File: src/rtl/pmu_hex_tx_framer.sv
// Queues PMU counter samples and serialises each one as uppercase ASCII hex
// (MSB nibble first) followed by a two-byte trailer on an AXI-Stream byte port.
module pmu_hex_tx_framer #(
   parameter int unsigned COUNTERSIZE = 8,
   parameter int unsigned FIFO_DEPTH  = 4,
   parameter logic [7:0]  LINEFEED    = 8'h0A,
   parameter logic [7:0]  NEWLINE     = 8'h0D
) (
   input  logic                   clk,
   input  logic                   rst,
   input  logic [COUNTERSIZE-1:0] in_value,
   input  logic                   in_valid,
   output logic                   in_ready,
   output logic [7:0]             m_axis_tdata,
   output logic                   m_axis_tvalid,
   input  logic                   m_axis_tready,
   output logic                   busy,
   output logic                   drop_pulse,
   output logic [7:0]             drop_count
);

   localparam int unsigned PW = (FIFO_DEPTH > 1) ? $clog2(FIFO_DEPTH) : 1;
   localparam int unsigned CW = PW + 1;
   localparam int unsigned ND = COUNTERSIZE / 4;

   typedef enum logic [1:0] {IDLE, DIGIT, LF, CR} state_t;

   logic [COUNTERSIZE-1:0] r_mem [FIFO_DEPTH];
   logic [PW-1:0]          r_wr_ptr;
   logic [PW-1:0]          r_rd_ptr;
   logic [CW-1:0]          r_count;
   state_t                 r_state;
   state_t                 w_next;
   logic [COUNTERSIZE-1:0] r_shift;
   logic [3:0]             r_digit;
   logic                   r_drop_pulse;
   logic [7:0]             r_drop_count;
   logic                   w_push;
   logic                   w_drop;
   logic                   w_pop;
   logic [3:0]             w_nibble;
   logic [7:0]             w_ascii;

   // in_ready looks only at current occupancy, so a same-cycle pop never frees a slot
   assign in_ready   = (r_count != CW'(FIFO_DEPTH));
   assign w_push     = in_valid & in_ready;
   assign w_drop     = in_valid & ~in_ready;
   assign w_pop      = (r_state == IDLE) && (r_count != '0);
   assign busy       = (r_state != IDLE) || (r_count != '0);
   assign drop_pulse = r_drop_pulse;
   assign drop_count = r_drop_count;

   assign w_nibble = r_shift[COUNTERSIZE-1 -: 4];
   assign w_ascii  = (w_nibble < 4'd10) ? (8'h30 + {4'h0, w_nibble})
                                        : (8'h37 + {4'h0, w_nibble});

   always_ff @(posedge clk) begin
      if (w_push) r_mem[r_wr_ptr] <= in_value;
   end

   always_ff @(posedge clk or posedge rst) begin
      if (rst) begin
         r_wr_ptr <= '0;
         r_rd_ptr <= '0;
         r_count  <= '0;
      end else begin
         if (w_push) r_wr_ptr <= r_wr_ptr + PW'(1);
         if (w_pop)  r_rd_ptr <= r_rd_ptr + PW'(1);
         case ({w_push, w_pop})
            2'b10:   r_count <= r_count + CW'(1);
            2'b01:   r_count <= r_count - CW'(1);
            default: r_count <= r_count;
         endcase
      end
   end

   always_ff @(posedge clk or posedge rst) begin
      if (rst) r_state <= IDLE;
      else     r_state <= w_next;
   end

   always_comb begin
      w_next        = r_state;
      m_axis_tvalid = 1'b0;
      m_axis_tdata  = 8'h00;
      case (r_state)
         IDLE: begin
            if (w_pop) w_next = DIGIT;
         end
         DIGIT: begin
            m_axis_tvalid = 1'b1;
            m_axis_tdata  = w_ascii;
            if (m_axis_tready && (r_digit == '0)) w_next = LF;
         end
         LF: begin
            m_axis_tvalid = 1'b1;
            m_axis_tdata  = LINEFEED;
            if (m_axis_tready) w_next = CR;
         end
         CR: begin
            m_axis_tvalid = 1'b1;
            m_axis_tdata  = NEWLINE;
            if (m_axis_tready) w_next = IDLE;
         end
         default: w_next = IDLE;
      endcase
   end

   always_ff @(posedge clk or posedge rst) begin
      if (rst) begin
         r_shift <= '0;
         r_digit <= '0;
      end else if (w_pop) begin
         r_shift <= r_mem[r_rd_ptr];
         r_digit <= 4'(ND - 1);
      end else if ((r_state == DIGIT) && m_axis_tready) begin
         r_shift <= r_shift << 4;
         if (r_digit != '0) r_digit <= r_digit - 4'd1;
      end
   end

   always_ff @(posedge clk or posedge rst) begin
      if (rst) begin
         r_drop_pulse <= 1'b0;
         r_drop_count <= '0;
      end else begin
         r_drop_pulse <= w_drop;
         if (w_drop && (r_drop_count != 8'hFF)) r_drop_count <= r_drop_count + 8'd1;
      end
   end

endmodule

File: config.mk
export PLATFORM = sky130hd
export DESIGN_NAME = pmu_hex_tx_framer
export DESIGN_NICKNAME = d
export VERILOG_FILES = /design/src/rtl/pmu_hex_tx_framer.sv
export SDC_FILE = /design/constraint.sdc
export NUM_CORES = 1
export LEC_CHECK = 0
export ABC_AREA = 0
export BUFFER_PORTS_ARGS = -buffer_cell sky130_fd_sc_hd__buf_2
export CAP_MARGIN = 15
export CORE_UTILIZATION = 58
export DETAILED_ROUTE_END_ITERATION = 10
export PLACE_DENSITY_LB_ADDON = 0.2
export SYNTH_ARGS = -nofsm -noshare
export SYNTH_HDL_FRONTEND = slang
export SYNTH_SLANG_ARGS = --single-unit
export TNS_END_PERCENT = 100
File: constraint.sdc
create_clock -name clk -period 3.08 [get_ports clk]
set_input_delay 0.616 -clock clk [delete_from_list [all_inputs] [get_ports clk]]
set_output_delay 0.616 -clock clk [all_outputs]
set_load 0.05 [all_outputs]
Word-level counts from Yosys, hierarchy flattened
Memory sizes are Yosys's and may differ from the RTL's.
Cells that the tools add are included.
{"block": "word_totals", "register_bits": 30, "latchBits": 0, "ramBits": 32, "mem_bits_ro": 0, "in_bits": 12, "out_inout_bits": 20, "word_cells": 64, "mem_count": 1}
{"memory": "r_mem", "depth": 4, "width": 8, "rd": 1, "rd_clocked_by_memory_dff": 0, "wr": 1, "line": "28", "text": "logic [COUNTERSIZE-1:0] r_mem [FIFO_DEPTH];"}
{"block": "op_classes", "addsub": 8, "multipliers": 0, "div": 0, "order_cmp": 1, "eq_ne": 11, "shifts": 0, "mux": 16, "bitwise_logic": 3, "n_reduce_logical": 16}
{"op": "$pmux W7 S3", "count": 1}
{"op": "$mux W8", "count": 2}
{"op": "$add A6 B4 Y7 const A", "count": 2}
{"op": "$mux W4", "count": 3}
{"op": "$add A8 B1 Y8 const B", "count": 1}
{"op": "$mux W2", "count": 4}
{"op": "$ne A2 B2 Y1 const B", "count": 4}
{"op": "$ne A8 B8 Y1 const B", "count": 1}
{"op": "$pmux W2 S4", "count": 1}
{"op": "$reduce_bool A2 Y1", "count": 4}
{"op": "$mux W7", "count": 1}
{"op": "$eq A2 B2 Y1 const B", "count": 3}
{"op": "$pmux W3 S2", "count": 1}
{"op": "$add A2 B1 Y2 const B", "count": 2}
{"op": "$eq A2 B1 Y1 const B", "count": 2}
{"op": "$logic_and A1 B1 Y1", "count": 4}
{"op": "$logic_not A4 Y1", "count": 1}
{"op": "$lt A4 B4 Y1 const B", "count": 1}
{"op": "$reduce_and A4 Y1", "count": 1}
{"op": "$reduce_bool A4 Y1", "count": 1}
{"op": "$sub A4 B1 Y4 const B", "count": 1}
{"op": "$add A3 B1 Y3 const B", "count": 1}
{"op": "$mux W1", "count": 3}
{"op": "$ne A3 B3 Y1 const B", "count": 1}
{"op": "other kinds (8)", "count": 9}

Depth between registers and ports, before layout
Gate-level depths: netlist (run 1).
{"block": "depth", "depth_word": 4, "mapped_depth": 12, "depth_no_buf": 10}

Worst setup path after synthesis (run 1)
OpenSTA, ideal clock, no wires.
{"block": "synth_path", "kind": "register to output", "startpoint": "reg r_state[1]", "endpoint": "out m_axis_tdata[3]", "t_arrival_ns": 1.935, "required_ns": 2.464, "setup_slack_ns": 0.529, "path_stages_with_launch": 7, "path_buffers": 1, "path_cell_list": "dfrtp_1 > inv_1 > ha_1 > buf_2 > nand2_1 > or3_1 > a21oi_1"}
{"block": "synth_via", "elab_chain_len": 2, "word_cells_on_any_way": 4, "classes_between": "3 x eq/ne; 1 x mux"}
{"item": "start: declaration", "line": "32", "text": "state_t r_state;"}
{"item": "start signal: assignment", "line": "79", "text": "else r_state <= w_next;"}
{"item": "$eq A2 B2 Y1 or $eq A2 B1 Y1 (tied branches)", "line": "86", "text": "case (r_state)"}
{"item": "$pmux W7 S3 *", "line": "86"}
{"item": "end: declaration", "line": "14", "text": "output logic [7:0] m_axis_tdata,"}
Every way passes the cells marked *; elsewhere a longest branch is shown, timed or not.

Final worst setup path (run 1)
Ends and elaborated chain as after synthesis.

==> summary.md, run 1 <==
| Metric | Value |
|---|---|
| CORE AREA | `4790 µm²` |
| WL/cell | `14.1 µm` |
| DR top layer | `met4` |
| Die area | `5320 µm²` |
| TritonCTS Buffers | `9` |
| Layout cells sized above 1 | `24.7%` |
| #FFs+latches synth | `62` |
| Wl on met1 | `2.22 mm` |
| Final hold violations | `0` |
| DRC viols | `0` |
| Critical Path Start | `r_state[1]$_DFFE_PP0P_` |
| Main synth FF type | `edfxtp_1` |
| Total I/O pin count | `32` |
| Max Cap Viol | `0` |
| Max clock buf depth | `2` |
| Worst Hold Class | `input pin to asynchronous set/reset pin` |
| Peak VDD IR | `0.527 mV` |
| Clock skew | `8.42 ps` |
| Pin count of the biggest net entering global routing | `31` |
| First-pass DRT Iterations | `6` |
| Die Y-Extent | `72.9 µm` |
| Synth warnings | `0` |
| Post-synthesis simple-gate area fraction | `12.0%` |
| Post-Syn Area | `2920 µm²` |
| XOR/XNOR Fraction of Synth Area | `3.90%` |
| Synth Instances | `224` |
| Largest family of logic cells by synthesized area | `simple AND/OR/NAND/NOR gates` |
| Multiplexer area fraction after synthesis | `9.82%` |
| Slew @ Worst Pin | `622 ps` |
| Clock root buffer | `clkbuf_8` |
| Routed wl met3 | `200 µm` |
| Number of synthesized flops with an enable pin | `32` |
| Initial antenna violation count | `0` |
| WL final | `4.65 mm` |
| Detail Placement HPWL | `3.36 mm` |
| R2R setup slack | `640 ps` |
| Pwr/cell area | `1070 nW/µm²` |
| Adder-Cell Fraction of Synth Area | `6.26%` |
| Reg2reg end | `r_count[2]$_DFFE_PP0P_` |
| Antenna Cells | `0` |
| CTS hold repair buffers | `0` |
| Global-route wire length before repair | `7.69 mm` |
| Total gr overflow | `0` |
| Worst EP arrival | `2080 ps` |
| Post-DR vias/cell | `5.24` |
| Final Max Tran Viols | `0` |
| Fill count | `344` |
| Post-CTS sizing | `0` |
| Crit-path slowest cell | `dfrtp_1` |
| Num rows | `25` |
| Synth Area in Compound Gates | `5.06%` |
| Clk Latency, worst-skew pair | `340 ps` |
| Final period utilization | `87.5%` |
| GRT Util Overall | `20.4%` |
| Synth Net Count | `250` |
| Peak fanout along the critical path | `9` |
| CTS tree | `yes` |
| Initial Util | `61.0%` |
| Crit Path Class | `flop to output port` |
| Post-placement setup slack | `642 ps` |
| Syn-to-layout area delta | `14.4%` |
| Final Setup Violations | `0` |
| Metal2 WL | `2.14 mm` |
| Final Cell Area | `3340 µm²` |
| Placed cell areas | `3110 µm²` |
| Worst Path Required | `2460 ps` |
| CP max stage delay | `420 ps` |
| Setup crit start kind | `flop` |
| GPL Wtd Cong | `0.749` |
| Vias | `1,729` |
| PortBufs | `30` |
| Detailed router's first-iteration violation count | `92` |
| Worst Reg-to-Reg Cells | `10` |
| Static Leak | `1.48 nW` |
| Die Span X | `72.9 µm` |
| Antenna viol nets, final | `0` |
| Netlist cell types | `40` |
| Min setup slack post-route | `384 ps` |
| Postcts setup bufs | `0` |
| CTS HTree Levels | `3` |
| Fin Setup TNS | `0 ps` |
| CP Cell Sequence | `inv_1 > ha_1 > nand2_1 > or3_1 > a21oi_1 > buf_2` |
| Slew HR | `58.5%` |
| Reg2reg start | `r_state[0]$_DFFE_PP0P_` |
| Nets | `284` |
| Sequential fraction of the synthesis area | `58.6%` |
| Period minus WS final | `2700 ps` |
| Mean area per synthesized cell | `13.0 µm²` |
| Crit end category | `output port` |
| Ys async rst share | `48.4%` |
| Total power | `3.58 mW` |
| Peak Freq | `371 MHz` |
| RSZ-0062 raised after global routing | `no` |
| Status | `complete, no violations` |
| Vias in the first global route | `1,670` |
| CTS clk-pin slew, worst paths | `70 ps` |
| Clock sinks | `62` |
==> synth_stat cells, types with 4 or more instances <==
master	number	area (µm²)
inv_1	17	63.8
mux2_2	5	56.3
mux4_2	8	180
nand2_1	28	105
buf_4	4	30.0
xnor2_1	8	70.1
nor2_1	11	41.3
and3_1	7	43.8
nand3_1	5	25.0
xor2_1	5	43.8
ha_1	13	163
edfxtp_1	32	961
a21oi_1	9	45.0
o21ai_0	8	40.0
dfrtp_1	30	751
mux2i_1	5	50.1
==> worst max path at each step <==
stage / endpoint / slack [ps]
after floorplan: m_axis_tdata[3] / 530
final: m_axis_tdata[3] / 380
after CTS: m_axis_tdata[3] / 390
after global placement: r_count[2]$_DFFE_PP0P_ / 740
after detailed placement: r_count[2]$_DFFE_PP0P_ / 640
after global routing: m_axis_tdata[3] / 280
==> sequential cells by signal, summed over array words and instances, names as in the netlist <==
register / count
r_mem: 32
drop_count: 8
r_shift: 8
r_digit: 4
r_count: 3
r_rd_ptr: 2
r_state: 2
r_wr_ptr: 2
drop_pulse: 1
==> cells in the final DEF, fill, tap and decap left out, types with 2 or more instances in the layout <==
cell	count
xnor2_1	8
xor2_1	5
nor2b_1	2
mux2i_1	5
nand4b_1	2
dfrtp_1	30
mux4_2	8
nor3b_2	2
inv_1	17
a21oi_1	9
edfxtp_1	32
ha_1	13
mux2_2	5
clkbuf_8	11
and3_1	7
or3_1	2
buf_2	30
bufinv_16	2
o21ai_0	8
nand2_1	28
nand3_1	5
nor2_1	11
==> routing by layer <==
metal	track usage, %	up-vias
met5	0	-
met4	9.15	0
met3	6.49	11
met2	30.6	38
met1	27.3	821
li1	-	859
==> power breakdown <==
group | switching (mW) | internal [mW] | leakage, nW
sequential | 0.235 | 1.13 | 0.670
combinational | 0.881 | 0.529 | 0.691
clock | 0.308 | 0.499 | 0.116
==> worst max-delay path: cells and delay by family, from the launching register on <==
| kind | cells | cell delay (ps) |
|---|---|---|
| flip-flops | 1 | 420 |
| buffers and inverters | 2 | 420 |
| AO/OA/AOI/OAI | 1 | 150 |
| AND/OR/NAND/NOR | 2 | 430 |
| adder cells (fa/ha/maj) | 1 | 340 |
==> metrics by stage <==
stage	hold slack, ps	util (%)	cells
6_report	322	69.8	330
5_1_grt	375	69.8	330
3_3_place_gp	496	64.9	314
3_5_place_dp	502	64.9	314
4_1_cts	330	69.8	330
2_1_floorplan	466	-	224
==> cell families (layout without fill, tap and decap cells) <==
logic type	after synthesis	in the layout
and+or+nand+nor	66	66
AOI/OAI and AO/OA	24	24
DFF	62	62
buffers and inverters	26	65
other	1	1
muxes	18	18
xor gates and xnor gates	13	13
adders and majority gates	14	14
==> final cells by class <==
class / count / area [µm²] / area share [%]
sequential: 62 / 1710 / 51.3
multi-input combinational: 136 / 1080 / 32.5
timing repair buffer: 31 / 158 / 4.72
clock buffer: 11 / 151 / 4.54
tap: 67 / 83.8 / 2.51
clock inverter: 5 / 81.3 / 2.44
inverter: 18 / 67.6 / 2.02
(Power assumes the default switching activity.)
==> run 2: changes to the inputs <==
ABC_AREA = 1   (was 0)
CORE_MARGIN = 2   (was not set)
==> run 2 against run 1 <==
Effect of this change:
- clock skew up 1.8 ps
- synthesized area up 6.8%
- first-iteration DRC count up 38%
- flip-flop and latch count unchanged
- critical path depth down 1
- clock power down 3.8%
- global-route usage up 1.8 points
- power up 8.2%
- combinational power up 23%
- critical path type unchanged
==> summary.md, run 2 <==
| Metric | Value |
|---|---|
| Commonest cells in the netlist | `93 x nand2_1, 48 x inv_1, 35 x nor2_1` |
| CTS clk-pin slew, worst paths | `70 ps (about the same)` |
| Detail Placement HPWL | `4.02 mm (+20%)` |
| Reg2reg end | `r_count[2]$_DFFE_PP0P_` |
| CTS tree | `yes` |
| Peak Freq | `410 MHz (+11%)` |
| Vias | `2,266 (+31%)` |
| Sequential fraction of the synthesis area | `54.9% (-3.7 points)` |
| Ys async rst share | `48.4% (unchanged)` |
| Period minus WS final | `2440 ps (-260 ps)` |
| Area leader, netlist | `edfxtp_1` |
| CTS HTree Levels | `3 (unchanged)` |
| Total I/O pin count | `32 (unchanged)` |
| Clock sinks | `62 (unchanged)` |
| Crit end category | `output port` |
| Layout cells sized above 1 | `16.6% (-8.1 points)` |
| Max clock buf depth | `2 (unchanged)` |
| Die Y-Extent | `77.3 µm (+6.0%)` |
| Final Cell Area | `3510 µm² (+5.3%)` |
| Worst Hold Class | `input pin to asynchronous set/reset pin` |
| Status | `complete, no violations` |
| Synth Instances | `340 (+52%)` |
| Final Max Tran Viols | `0 (unchanged)` |
| GRT Util Overall | `22.2% (+1.8 points)` |
| Fin Setup TNS | `0 ps (unchanged)` |
| First-pass DRT Iterations | `4 (-2)` |
| CTS hold repair buffers | `0 (unchanged)` |
| Die area | `5980 µm² (+12%)` |
| Max reg flops | `32 (unchanged)` |
| Synth Net Count | `366 (+46%)` |
| Detailed router's first-iteration violation count | `127 (+38%)` |
| Initial antenna violation count | `0 (unchanged)` |
| Peak VDD IR | `0.705 mV (+34%)` |
| Static Leak | `1.70 nW (+15%)` |
| Antenna Cells | `0 (unchanged)` |
| Post-DR vias/cell | `5.05 (-3.7%)` |
| Most numerous cell in the Yosys netlist | `nand2_1` |
| Clock root buffer | `clkbuf_8` |
| TritonCTS Buffers | `9 (unchanged)` |
| Clk Latency, worst-skew pair | `340 ps (about the same)` |
| Final hold violations | `0 (unchanged)` |
| Slew HR | `46.5% (-12 points)` |
| Final Setup Violations | `0 (unchanged)` |
| Nets | `400 (+41%)` |
| Final period utilization | `79.1% (-8.4 points)` |
| WL/cell | `13.4 µm (-4.7%)` |
| Vias in the first global route | `2,164 (+30%)` |
| Area share of the largest cell type after synthesis | `30.8% (-2.1 points)` |
| Die Span X | `77.3 µm (+6.0%)` |
| WL final | `6.03 mm (+30%)` |
| Main synth FF type | `edfxtp_1` |
| #FFs+latches synth | `62 (unchanged)` |
| Largest Register | `r_mem` |
| Multi-input gate area | `1160 µm² (+6.9%)` |
| Worst EP arrival | `1820 ps (-260 ps)` |
| DRC viols | `0 (unchanged)` |
| CP endpoint | `m_axis_tdata[5]` |
| Worst Path Required | `2460 ps (about the same)` |
| Register Area | `1710 µm² (unchanged)` |
| Most common cell after layout, fill and taps aside | `nand2_1` |
| CP Cell Sequence | `inv_1 > ha_1 > inv_1 > nor3_1 > buf_2` |
| Num rows | `26 (+4.0%)` |
| R2R setup slack | `800 ps (+160 ps)` |
| Reg2reg start | `r_state[0]$_DFFE_PP0P_` |
| Max Cap Viol | `0 (unchanged)` |
| Fill count | `437 (+27%)` |
| Number of synthesized flops with an enable pin | `32 (unchanged)` |
| Initial Util | `60.7% (-0.33 points)` |
| Pin count of the biggest net entering global routing | `31 (unchanged)` |
| RSZ-0062 raised after global routing | `no` |
| Global-route wire length before repair | `10.2 mm (+32%)` |
| PortBufs | `30 (unchanged)` |
| Crit-path slowest cell | `dfrtp_1` |
| Setup crit start kind | `flop` |
| Critical Path Start | `r_state[1]$_DFFE_PP0P_` |
| Final Non-Filler Cells | `449 (+36%)` |
| Netlist cell types | `32 (-20%)` |
| Post-CTS sizing | `0 (unchanged)` |
| Post-Syn Area | `3120 µm² (+6.8%)` |
| Synth warnings | `0 (unchanged)` |
| Clock skew | `10.3 ps (+1.84 ps)` |
| Peak fanout along the critical path | `10 (+1)` |
| Most frequent cells in the layout | `93 x nand2_1, 48 x inv_1, 35 x nor2_1, 32 x edfxtp_1` |
| GPL Wtd Cong | `0.802 (+7.0%)` |
| CP max stage delay | `420 ps (about the same)` |
| Placed cell areas | `3300 µm² (+6.3%)` |
| Postcts setup bufs | `0 (unchanged)` |
| Post-placement cell count | `433 (+38%)` |
| Pwr/cell area | `1100 nW/µm² (+2.8%)` |
| Antenna viol nets, final | `0 (unchanged)` |
| Worst Reg-to-Reg Cells | `10 (unchanged)` |
| CORE AREA | `5140 µm² (+7.4%)` |
| Crit Path Class | `flop to output port` |
| CP dominant cell by count | `inv_1` |
| Final core area utilization | `68.4% (-1.4 points)` |
| Mean area per synthesized cell | `9.17 µm² (-30%)` |
| Top post-synthesis cells by area | `edfxtp_1 31%, dfrtp_1 24%, nand2_1 11%` |
| Slew @ Worst Pin | `800 ps (+178 ps)` |
| Total gr overflow | `0 (unchanged)` |
| Syn-to-layout area delta | `12.7%` |
run 2: cell types whose count changed after synthesis, sizes merged, moves of 4 or more:
cell	previous run	this run
nand2	28	100
inv	18	49
nor2	11	37
o21ai	8	24
nand3	5	18
mux4	8	0
and3	7	0
xnor2	8	1
mux2	5	0
mux2i	5	0
nand4	1	5
run 2: how the worst min path moves through the flow:
stage,endpoint,slack (ps)
detailed placement,r_digit[0]$_DFFE_PP0P_,500
global route,drop_count[1]$_DFFE_PP0P_,390
floorplan,r_digit[0]$_DFFE_PP0P_,470
finish,r_rd_ptr[1]$_DFFE_PP0N_,350
global placement,r_digit[0]$_DFFE_PP0P_,490
CTS,r_digit[1]$_DFFE_PP0P_,360
run 2: power breakdown:
part           internal, mW  total (mW)  leakage, nW  switching (mW)
logic                 0.513        1.74        0.929            1.23
registers              1.13        1.36        0.666           0.222
clock network         0.454       0.776        0.106           0.322
total                  2.10        3.87         1.70            1.77
run 2: logic make-up (layout without fill, tap and decap cells):
logic type | count (synthesis) | in the layout | share of synthesized area [%]
and+or+nand+nor | 162 | 162 | 22.3
DFF | 62 | 62 | 54.9
buffers and inverters | 57 | 96 | 7.91
AOI/OAI and AO/OA | 36 | 36 | 6.42
adders and majority gates | 14 | 14 | 5.86
xor gates and xnor gates | 8 | 8 | 2.49
other | 1 | 1 | 0.120
run 2: per-layer routing:
metal / routed length (µm) / global-route usage (%)
met2: 2890 / 36.0
met3: 233 / 5.29
met1: 2800 / 28.5
met4: 103 / 9.46
met5: 0 / 0
run 2: metrics by stage:
stage,total power [mW],setup WS (ps),hold slack [ps]
2_1_floorplan,2.74,545,469
3_3_place_gp,3.03,896,488
3_5_place_dp,3.10,810,503
4_1_cts,3.89,641,355
5_1_grt,4.18,502,386
6_report,3.87,643,351
run 2: worst max-delay path: cells and delay by family, from the launching register on:
| kind | cells | cell delay [ps] |
|---|---|---|
| simple gates | 1 | 190 |
| flops | 1 | 420 |
| fa+ha+maj | 1 | 370 |
| buf+inv | 3 | 500 |
run 2: final cells by class:
cell class	instances	area share (%)
repair buffers	31	4.49
flip-flops and latches	62	48.7
well taps	70	2.49
inverters	49	5.23
clock inverters	6	2.46
clock buffers	10	3.63
multi-input cells	221	33.0
==> run 3: changes to the inputs <==
CORE_UTILIZATION = 53   (was 58)
clock period = 2 ns   (was 3.08 ns; I/O delays follow)
==> run 3 against run 2 <==
Effect of this change:
- combinational power grew 84%
- final cell count up 3.8%
- routed wire length shrank 2.1%
- critical endpoint is now m_axis_tdata[2]
- non-clock buffer count is 15 higher
- critical path depth is 5 higher
- cell area rose by 6.3%
- sequential power is 49% higher
- die area rose by 8.9%
- global-route usage decreased by 1.4 points
==> summary.md, run 3 (synthesized netlist as in run 2, its figures left out) <==
| Metric | Value |
|---|---|
| Max reg flops | `32 (unchanged)` |
| TritonCTS Buffers | `9 (unchanged)` |
| Antenna viol nets, final | `0 (unchanged)` |
| Clock sinks | `62 (unchanged)` |
| Vias in the first global route | `2,209 (+2.1%)` |
| Clk Latency, worst-skew pair | `340 ps (about the same)` |
| Die area | `6510 µm² (+8.9%)` |
| Num rows | `27 (+3.8%)` |
| GPL Wtd Cong | `0.786 (-2.0%)` |
| Initial Util | `55.6% (-5.1 points)` |
| Worst path bufs/invs | `3 (unchanged)` |
| Peak fanout along the critical path | `5 (-5)` |
| Die Y-Extent | `80.7 µm (+4.4%)` |
| Layout cells sized above 1 | `23.9% (+7.2 points)` |
| Global-route wire length before repair | `10.0 mm (-1.6%)` |
| Crit end category | `output port` |
| Vias | `2,313 (+2.1%)` |
| Peak VDD IR | `0.941 mV (+33%)` |
| CORE AREA | `5610 µm² (+9.1%)` |
| Total power | `6.43 mW (+66%)` |
| Max Cap Viol | `0 (unchanged)` |
| Final Max Tran Viols | `0 (unchanged)` |
| First-pass DRT Iterations | `4 (unchanged)` |
| Crit Path Class | `flop to output port` |
| CP Cell Sequence | `inv_2 > ha_4 > inv_2 > nand2_1 > nand2_1 > nand2_1 > nand2_1 > nand2_1 > a21oi_2 > buf_6` |
| Clock skew | `13.3 ps (+3.05 ps)` |
| Detail Placement HPWL | `4.06 mm (+0.95%)` |
| CTS HTree Levels | `3 (unchanged)` |
| Final hold violations | `0 (unchanged)` |
| Delay-heaviest family, CP | `flip-flops` |
| Static Leak | `1.78 nW (+4.9%)` |
| CTS clk-pin slew, worst paths | `70 ps (about the same)` |
| Setup crit start kind | `flop` |
| Die Span X | `80.7 µm (+4.4%)` |
| WL/cell | `12.7 µm (-5.7%)` |
| Nets | `415 (+3.8%)` |
| Final core area utilization | `66.6% (-1.8 points)` |
| GRT Util Overall | `20.7% (-1.4 points)` |
| Most common cell after layout, fill and taps aside | `nand2_1` |
| Pwr/cell area | `1720 nW/µm² (+56%)` |
| Pin count of the biggest net entering global routing | `31 (unchanged)` |
| Antenna Cells | `0 (unchanged)` |
| Syn-to-layout area delta | `19.8%` |
| WL final | `5.90 mm (-2.1%)` |
| Clock root buffer | `clkbuf_8` |
| Peak Freq | `501 MHz` |
| Worst Path Required | `1600 ps (-860 ps)` |
| Period minus WS final | `1990 ps` |
| Initial antenna violation count | `0 (unchanged)` |
| Detailed router's first-iteration violation count | `166 (+31%)` |
| DRC viols | `0 (unchanged)` |
| Fin Setup TNS | `0 ps (unchanged)` |
| CP max stage delay | `420 ps (about the same)` |
| CP dominant cell by count | `nand2_1` |
| Crit-path slowest cell | `dfrtp_1` |
| Total I/O pin count | `32 (unchanged)` |
| Most frequent cells in the layout | `91 x nand2_1, 41 x inv_1, 34 x nor2_1, 32 x edfxtp_1, 30 x dfrtp_1` |
| Final Setup Violations | `0 (unchanged)` |
| Final period utilization | `99.7%` |
| Post-DR vias/cell | `4.96 (-1.6%)` |
| Worst Hold Class | `input pin to asynchronous set/reset pin` |
| Max clock buf depth | `2 (unchanged)` |
| PortBufs | `30 (unchanged)` |
| CTS tree | `yes` |
| Largest Register | `r_mem` |
| Worst EP arrival | `1590 ps (-230 ps)` |
| Total gr overflow | `0 (unchanged)` |
| Status | `complete, no violations` |
| RSZ-0062 raised after global routing | `yes` |
==> run 3: cell count changes in the layout (fill, tap and decap cells not counted), moves of 2 or more <==
cell / before / now
a21oi_2: 2 / 4
buf_2: 30 / 24
buf_4: 1 / 16
nand2_1: 93 / 91
buf_6: 0 / 5
inv_1: 48 / 41
clkinv_2: 2 / 0
o21ai_0: 20 / 18
a21oi_1: 6 / 4
ha_1: 13 / 10
inv_2: 1 / 8
ha_4: 0 / 3
==> run 3: through the flow <==
step	cell area, µm²	worst slack (ps)	instances	hold WS (ps)
2_1_floorplan	3140	-24.0	340	469
3_3_place_gp	3410	136	446	487
3_5_place_dp	3410	39.1	446	498
4_1_cts	3670	-19.1	464	131
5_1_grt	3730	-118	466	165
6_report	3730	5.67	466	129
==> run 3: worst reg2reg max path, cell delays in order (launching register included) <==
cell and delay [ps]:
dfrtp_1 400, inv_2 110, ha_4 170, nand2_4 50, inv_2 60, ha_1 150, inv_1 80, fa_2 350
a21oi_1 140, o21ai_0 110, xor2_1 160
==> run 3: power breakdown <==
part | switching, mW | total [mW] | internal, mW
sequential | 0.274 | 2.02 | 1.75
combinational | 2.08 | 3.20 | 1.12
clock | 0.471 | 1.20 | 0.733
==> run 3: final timing paths <==
| path | start | endpoint | slack, ps | depth (start not counted) |
|---|---|---|---|---|
| max in group asynchronous | rst | r_state[0]$_DFFE_PP0P_ | 1580 | 3 |
| worst max-delay path | r_shift[5]$_DFFE_PP0P_ | m_axis_tdata[2] | 6 | 10 |
| worst max register to register | r_state[0]$_DFFE_PP0P_ | r_count[2]$_DFFE_PP0P_ | 130 | 10 |
| worst min-delay path | rst | drop_count[5]$_DFFE_PP0P_ | 130 | 3 |
| worst min register to register | r_digit[0]$_DFFE_PP0P_ | r_digit[0]$_DFFE_PP0P_ | 530 | 1 |
| min in group clk | in_value[6] | r_mem[2][6]$_DFFE_PP_ | 280 | 1 |
==> run 3: routing by layer <==
layer	vias to the layer above	GRT usage (%)	share of wire, %
met5	-	0	0
met1	1088	25.6	46
li1	1180	-	-
met2	37	34.7	50
met3	8	5.62	3.5
met4	0	8.31	1.2
==> run 3: area by class of cell <==
cell class              count  area (µm²)
clock buffers              12         145
clock inverters             4        71.3
fillers                   468        1870
inverters                  49         184
multi-input cells         221        1230
flip-flops and latches     62        1710
well taps                  72        90.1
repair buffers             46         304
==> run 3: repair_timing <==
action	4_1_cts	5_1_grt
hold buffers	0	0
setup buffers	2	2
gates resized for setup	12	16
pin swaps	0	4
setup endpoints to repair	7	9
